## config.mk

```make
export PLATFORM = sky130hd
export DESIGN_NAME = ifmap_loader
export DESIGN_NICKNAME = d
export VERILOG_FILES = /design/src/rtl/ifmap_loader.sv
export SDC_FILE = /design/constraint.sdc
export NUM_CORES = 1
export LEC_CHECK = 0
export CELL_PAD_IN_SITES_DETAIL_PLACEMENT = 2
export CELL_PAD_IN_SITES_GLOBAL_PLACEMENT = 2
export CORE_MARGIN = 8
export CORE_UTILIZATION = 39
export DETAILED_ROUTE_END_ITERATION = 10
export PLACE_DENSITY = 0.89
export SYNTH_ARGS = -nofsm -noshare
export SYNTH_HDL_FRONTEND = slang
export SYNTH_SLANG_ARGS = --single-unit
export TNS_END_PERCENT = 10
```

## constraint.sdc

```tcl
create_clock -name clk -period 3.1 [get_ports clk]
set_input_delay 0.31 -clock clk [delete_from_list [all_inputs] [get_ports clk]]
set_output_delay 0.31 -clock clk [all_outputs]
set_load 0.05 [all_outputs]
```

## src/rtl/ifmap_loader.sv

```systemverilog
// ifmap_loader: turns a raster-ordered ifmap pixel stream (valid/ready) into
// register-file writes at consecutive addresses, then kicks the toeplitz buffer
// router and waits for it to finish.
// Optional feature: define IFMAP_LOADER_CLEAR_EN to zero-fill the addresses
// above the loaded ifmap before the router is started.
module ifmap_loader #(
    parameter int  dataSize    = 8,
    parameter int  numRegister = 256,
    localparam int nAddress    = $clog2(numRegister)
) (
    input  logic                clk,
    input  logic                nrst,
    input  logic [dataSize-1:0] s_data,
    input  logic                s_valid,
    output logic                s_ready,
    output logic [dataSize-1:0] wr_data,
    output logic [nAddress-1:0] wr_addr,
    output logic                wr_en,
    input  logic [15:0]         cfg_ifmap_width,
    input  logic                ctrl_load,
    output logic                router_start,
    input  logic                router_done,
    output logic                flag_done,
    output logic                flag_err
);

    localparam int                  AW1       = nAddress + 1;
    localparam logic [nAddress:0]   NREG      = AW1'(numRegister);
    localparam logic [nAddress:0]   ONE_W     = AW1'(1);
    localparam logic [nAddress-1:0] ONE_A     = nAddress'(1);
    localparam logic [nAddress-1:0] LAST_ADDR = nAddress'(numRegister - 1);

`ifdef IFMAP_LOADER_CLEAR_EN
    typedef enum logic [2:0] {
        S_IDLE  = 3'd0,
        S_LOAD  = 3'd1,
        S_DRAIN = 3'd2,
        S_KICK  = 3'd3,
        S_WAIT  = 3'd4,
        S_CLEAR = 3'd5
    } state_t;
`else
    typedef enum logic [2:0] {
        S_IDLE  = 3'd0,
        S_LOAD  = 3'd1,
        S_DRAIN = 3'd2,
        S_KICK  = 3'd3,
        S_WAIT  = 3'd4
    } state_t;
`endif

    state_t                state_q, state_d;
    logic [nAddress-1:0]   cnt_q, cnt_d;
    logic [nAddress:0]     total_q, total_d;
    logic                  wr_en_q, wr_en_d;
    logic [nAddress-1:0]   wr_addr_q, wr_addr_d;
    logic [dataSize-1:0]   wr_data_q, wr_data_d;
    logic                  flag_done_q, flag_done_d;
    logic                  flag_err_q, flag_err_d;

    logic [31:0]           total_sq;
    logic                  beat;
    logic                  last_beat;

    // Pixel count is computed wide so an oversized width cannot alias into range.
    assign total_sq  = {16'd0, cfg_ifmap_width} * {16'd0, cfg_ifmap_width};
    assign beat      = (state_q == S_LOAD) && s_valid;
    assign last_beat = ({1'b0, cnt_q} == (total_q - ONE_W));

    assign s_ready      = (state_q == S_LOAD);
    assign router_start = (state_q == S_KICK);
    assign wr_en        = wr_en_q;
    assign wr_addr      = wr_addr_q;
    assign wr_data      = wr_data_q;
    assign flag_done    = flag_done_q;
    assign flag_err     = flag_err_q;

    // Next-state and registered-output decode for the load sequence.
    always_comb begin
        state_d     = state_q;
        cnt_d       = cnt_q;
        total_d     = total_q;
        wr_en_d     = 1'b0;
        wr_addr_d   = wr_addr_q;
        wr_data_d   = wr_data_q;
        flag_done_d = 1'b0;
        flag_err_d  = 1'b0;
        case (state_q)
            S_IDLE: begin
                if (ctrl_load) begin
                    if ((cfg_ifmap_width < 16'd3) || (total_sq > 32'(numRegister))) begin
                        flag_err_d = 1'b1;
                    end else begin
                        total_d = total_sq[nAddress:0];
                        cnt_d   = '0;
                        state_d = S_LOAD;
                    end
                end
            end
            S_LOAD: begin
                if (beat) begin
                    wr_en_d   = 1'b1;
                    wr_addr_d = cnt_q;
                    wr_data_d = s_data;
                    cnt_d     = cnt_q + ONE_A;
                    if (last_beat) begin
`ifdef IFMAP_LOADER_CLEAR_EN
                        // A full register file leaves nothing stale to clear.
                        state_d = (total_q == NREG) ? S_DRAIN : S_CLEAR;
`else
                        state_d = S_DRAIN;
`endif
                    end
                end
            end
`ifdef IFMAP_LOADER_CLEAR_EN
            S_CLEAR: begin
                wr_en_d   = 1'b1;
                wr_addr_d = cnt_q;
                wr_data_d = '0;
                cnt_d     = cnt_q + ONE_A;
                if (cnt_q == LAST_ADDR) begin
                    state_d = S_DRAIN;
                end
            end
`endif
            S_DRAIN: begin
                state_d = S_KICK;
            end
            S_KICK: begin
                state_d = S_WAIT;
            end
            S_WAIT: begin
                if (router_done) begin
                    flag_done_d = 1'b1;
                    state_d     = S_IDLE;
                end
            end
            default: begin
                state_d = S_IDLE;
            end
        endcase
    end

    // State and output registers; reset abandons any load in progress.
    always_ff @(posedge clk or negedge nrst) begin
        if (!nrst) begin
            state_q     <= S_IDLE;
            cnt_q       <= '0;
            total_q     <= '0;
            wr_en_q     <= 1'b0;
            wr_addr_q   <= '0;
            wr_data_q   <= '0;
            flag_done_q <= 1'b0;
            flag_err_q  <= 1'b0;
        end else begin
            state_q     <= state_d;
            cnt_q       <= cnt_d;
            total_q     <= total_d;
            wr_en_q     <= wr_en_d;
            wr_addr_q   <= wr_addr_d;
            wr_data_q   <= wr_data_d;
            flag_done_q <= flag_done_d;
            flag_err_q  <= flag_err_d;
        end
    end

endmodule

```

==> results.py, run 1 <==
metrics = {
    "clocking": {
        "cts_max_level": 2,
        "numCtsBuffers": 5,
        "cts_hold_buf": 0,
        "root_buffer": "clkbuf_16",
        "cts.sinks": 38,
        "max-clock-path-buffers": 2,
    },
    "yosys": {
        "async_reset_ff_share_pct": 100,
        "syn_avg_cell_area_sq_um": 8.63,
        "synth_fp_nets": 1395,
        "synth_edf_count": 0,
        "synth_cell_types": 63,
        "ys.flop_type": "dfrtp_1",
        "postSynthCellCount": 1100,
        "synth_seq_area_share_pct": 10.0,
        "netlist_area_sq_um": 9490,
        "synth.yosys.warnings": 0,
        "synth_seq_cells": 38,
    },
    "floorplanning": {
        "num_io_pins": 50,
        "die_y_microns": 172,
        "die_w_microns": 172,
        "row_count": 57,
        "initial_core_util_pct": 39.4,
    },
    "status": {
        "error_line": "[ERROR GRT-0232] Routing congestion too high. Check the congestion heatmap in the GUI.",
        "status": "did not finish",
        "haltStage": "global routing",
    },
    "global_routing": {
        "grt_max_degree": 39,
        "grt_usage_pct": 65.8,
        "grt_overflow": 189,
    },
    "timing": {
        "postGrtWorstEndpoint": "total_q[5]$_DFFE_PN0P_/D",
        "endpoint_type": "register input",
    },
    "place": {
        "portBuffers": 49,
        "routabilityCongestion": 0.847,
        "dp_hpwl_mm": 37.7,
    },
}
==> routing by layer <==
metal,global-route usage [%],overflow
met3,43.8,0
met2,87.1,120
met5,6.77,0
met4,71.8,69
met1,64.5,0
==> synthesized netlist by cell type, drive strengths merged, types with 3 or more instances <==
| master | instances | area (sq um) |
|---|---|---|
| or4 | 3 | 22.5 |
| o41ai | 3 | 26.3 |
| nor3b | 4 | 30.0 |
| nor4 | 8 | 65.1 |
| a2111oi | 5 | 43.8 |
| inv | 238 | 893 |
| ha | 103 | 1290 |
| nand2b | 8 | 50.1 |
| nor2 | 47 | 176 |
| nor3 | 7 | 35.0 |
| xor2 | 17 | 149 |
| o21bai | 3 | 22.5 |
| nor4b | 3 | 26.3 |
| o21ai | 33 | 165 |
| nand4 | 14 | 87.6 |
| o31ai | 4 | 30.0 |
| or3 | 4 | 25.0 |
| or2 | 4 | 25.0 |
| a221oi | 3 | 26.3 |
| o211ai | 6 | 45.0 |
| fa | 163 | 3260 |
| a21o | 7 | 53.8 |
| and3 | 4 | 26.3 |
| a31o | 3 | 26.3 |
| mux2i | 9 | 90.1 |
| a21oi | 36 | 184 |
| buf | 4 | 25.0 |
| mux2 | 8 | 90.1 |
| dfrtp | 38 | 951 |
| clkbuf | 41 | 154 |
| nand3 | 14 | 70.1 |
| a211oi | 6 | 57.6 |
| nand2 | 160 | 601 |
| and2 | 49 | 307 |
| xnor2 | 17 | 149 |
==> cell families after synthesis <==
kind of cell	after synthesis	share of synthesized area [%]
simple gates	337	17.0
buf+inv	283	11.3
fa+ha+maj	266	48.0
compound gates	125	8.74
flops	38	10.0
xor+xnor	34	3.14
mux	17	1.90
==> repair_timing <==
action | 4_1_cts
pin swaps | 79
setup endpoints to repair | 18
cloned | 5
gates resized for setup | 223
buffers inserted | 43
==> per-stage QoR <==
| stage | util (%) | TNS (ps) | std cells | worst slack (ps) | instance area (sq um) |
|---|---|---|---|---|---|
| 2_1_floorplan | - | -56970 | 1100 | -3260 | 9880 |
| 3_3_place_gp | 49.7 | -72330 | 1622 | -4090 | 12000 |
| 3_5_place_dp | 49.7 | -89850 | 1622 | -5170 | 12000 |
| 4_1_cts | 55.6 | -68880 | 1678 | -3910 | 13400 |
==> run 2: changes to the inputs <==
Settings changed: CELL_PAD_IN_SITES_DETAIL_PLACEMENT 2 to default, CELL_PAD_IN_SITES_GLOBAL_PLACEMENT 2 to default, CORE_UTILIZATION 39 to 33, PLACE_DENSITY 0.89 to default, PLACE_DENSITY_LB_ADDON from default to 0.15.
==> results.py, run 2 <==
metrics = {
    "status": {
        "status": "complete, but fails checks",
        "violations": "negative setup slack",
    },
    "global_routing": {
        "grt_pass1_vias": 8620,
        "grt_usage_pct": 15.6,
        "grt_first_pass_wirelength_mm": 43.5,
        "grt_max_degree": 39,
        "antenna_found_initial": 0,
        "grt_overflow": 0,
    },
    "routing": {
        "drt_first_pass_iters": 7,
        "wl_per_cell_microns": 14.8,
        "totalWireLength_mm": 25.9,
        "remaining_drc_errors": 0,
        "drt_first_iter_violations": 291,
        "final_antenna_net_count": 0,
        "routed_via_density": 4.61,
        "num_vias": 8051,
    },
    "critical_path": {
        "cp.arrival_ps": 6510,
        "cp_top_family": "adder cells",
        "crit_buf_inv": 12,
        "cp-start-kind": "input pin",
        "critPathMaxFanout": 7,
        "cp_slowest_cell": "fa_1",
        "reg2reg_from": "total_q[3]",
        "worstSetupPathType": "in2reg",
        "worstSetupStartpoint": "cfg_ifmap_width[8]",
        "max_stage_delay_ps": 520,
        "end_kind": "flop",
        "required_ps": 3260,
        "crit_top_cell": "fa_1",
    },
    "yosys": {
        "synth_cell_types": 63,
        "yosysTopAreaCell": "fa_1",
        "synth_seq_area_share_pct": 10.0,
        "ys.flop_type": "dfrtp_1",
        "netlist_area_sq_um": 9490,
        "synth_area_leaders": "fa_1, ha_1, dfrtp_1",
        "syn_avg_cell_area_sq_um": 8.63,
        "synth_commonest_cells": "inv_1, fa_1, nand2_1",
        "synth_fp_nets": 1395,
        "synth_edf_count": 0,
        "async_reset_ff_share_pct": 100,
        "synth_top_area_share_pct": 34.4,
        "synth_seq_cells": 38,
        "synth_most_common_cell": "inv_1",
        "synth.yosys.warnings": 0,
        "postSynthCellCount": 1100,
    },
    "place": {
        "routabilityCongestion": 0.853,
        "portBuffers": 49,
        "dp_hpwl_mm": 20.7,
    },
    "clocking": {
        "cts_hold_buf": 0,
        "root_buffer": "clkbuf_16",
        "numCtsBuffers": 5,
        "cts_max_level": 2,
        "clkTransAtPathRegs_ps": 60,
        "clk_latency_ps": 280,
        "max-clock-path-buffers": 2,
        "cts_tree": "done",
        "cts.sinks": 38,
    },
    "finish": {
        "final_cell_mix": "inv_1, buf_4, fa_1, nand2_1, ha_1",
        "nets": 1656,
        "diodes": 0,
        "area_growth_pct": 42.5,
        "drive_gt1_share_pct": 33.0,
        "layout_commonest_cell": "inv_1",
    },
    "timing": {
        "tightest_slew_ps": 946,
        "fin_setup_tns_ps": -56880,
        "drv_slew": 0,
        "skew_ps": 7.03,
        "setup_viol": 18,
        "timing.final.ws_setup_ps": -3250,
        "max_slew_margin_pct": 36.4,
        "timing.fmax_ghz": 0.158,
        "finalHoldViolations": 0,
        "final.period_utilization_pct": 205,
        "rsz0062_at_grt": "yes",
        "final.min_clock_period_ps": 6350,
    },
    "floorplanning": {
        "initial_core_util_pct": 33.3,
        "die_area_sq_um": 34400,
        "num_io_pins": 50,
        "die_w_microns": 186,
        "die_y_microns": 186,
        "row_count": 62,
        "core_sq_um": 28500,
    },
    "flow_run": {
        "max_cap_viol_count": 0,
    },
    "worst_hold_path": {
        "hold_class": "in2async",
    },
}
run 2: cell counts after synthesis:
No cell type changed its count.
run 2: cell families (layout without fill, tap and decap cells):
group                      count (synthesis)  in the layout  share of synthesized area, %
muxes                                     17             17                          1.90
adders and majority gates                266            266                          48.0
xor gates and xnor gates                  34             34                          3.14
and+or+nand+nor                          337            337                          17.0
DFF                                       38             38                          10.0
buffers and inverters                    283            545                          11.3
AOI/OAI and AO/OA                        125            125                          8.74
run 2: what timing repair did:
| action | in CTS | in global routing |
|---|---|---|
| buffers inserted | 35 | 10 |
| gates cloned | 8 | 0 |
| pin swaps | 103 | 74 |
| hold endpoints to repair | 0 | 0 |
| setup endpoints to repair | 18 | 18 |
| gates resized for setup | 173 | 78 |
run 2: final cells by class:
cell class / count / area, sq um
Tap cell: 384 / 480
Sequential cell: 38 / 951
Fill cell: 2853 / 15000
Inverter: 238 / 898
Multi-Input combinational cell: 779 / 8250
Clock inverter: 1 / 5.00
Clock buffer: 7 / 143
Timing Repair Buffer: 299 / 2800
run 2: worst paths after layout:
path | end | slack, ps | cells after the start
hold / removal | state_q[2] | 150 | 1
hold reg to reg | wr_addr[0] | 470 | 2
setup reg to reg | state_q[1] | 580 | 8
max in group asynchronous | wr_data[3] | 2400 | 1
min in group clk | wr_addr[0] | 470 | 2
setup / recovery | total_q[3] | -3250 | 28
run 2: layer usage:
metal	GRT usage, %	routed length [microns]
met3	1.37	616
met2	26.8	12700
met4	2.06	308
met5	0	0
met1	21.6	12300
run 2: metrics by stage:
| stage | setup slack, ps | area, sq um | utilization [%] | instances | hold slack [ps] |
|---|---|---|---|---|---|
| floorplan | -3260 | 9880 | - | 1100 | 14.4 |
| global placement | -4430 | 12100 | 42.5 | 1686 | 461 |
| detailed placement | -4480 | 12100 | 42.5 | 1686 | 462 |
| CTS | -3230 | 13200 | 46.1 | 1736 | 182 |
| global route | -3440 | 13500 | 47.4 | 1746 | 217 |
| finish | -3250 | 13500 | 47.4 | 1746 | 146 |
Power of run 2 is not shown: default switching activity piles up to over one toggle a cycle in this logic, so the estimate is an artifact.
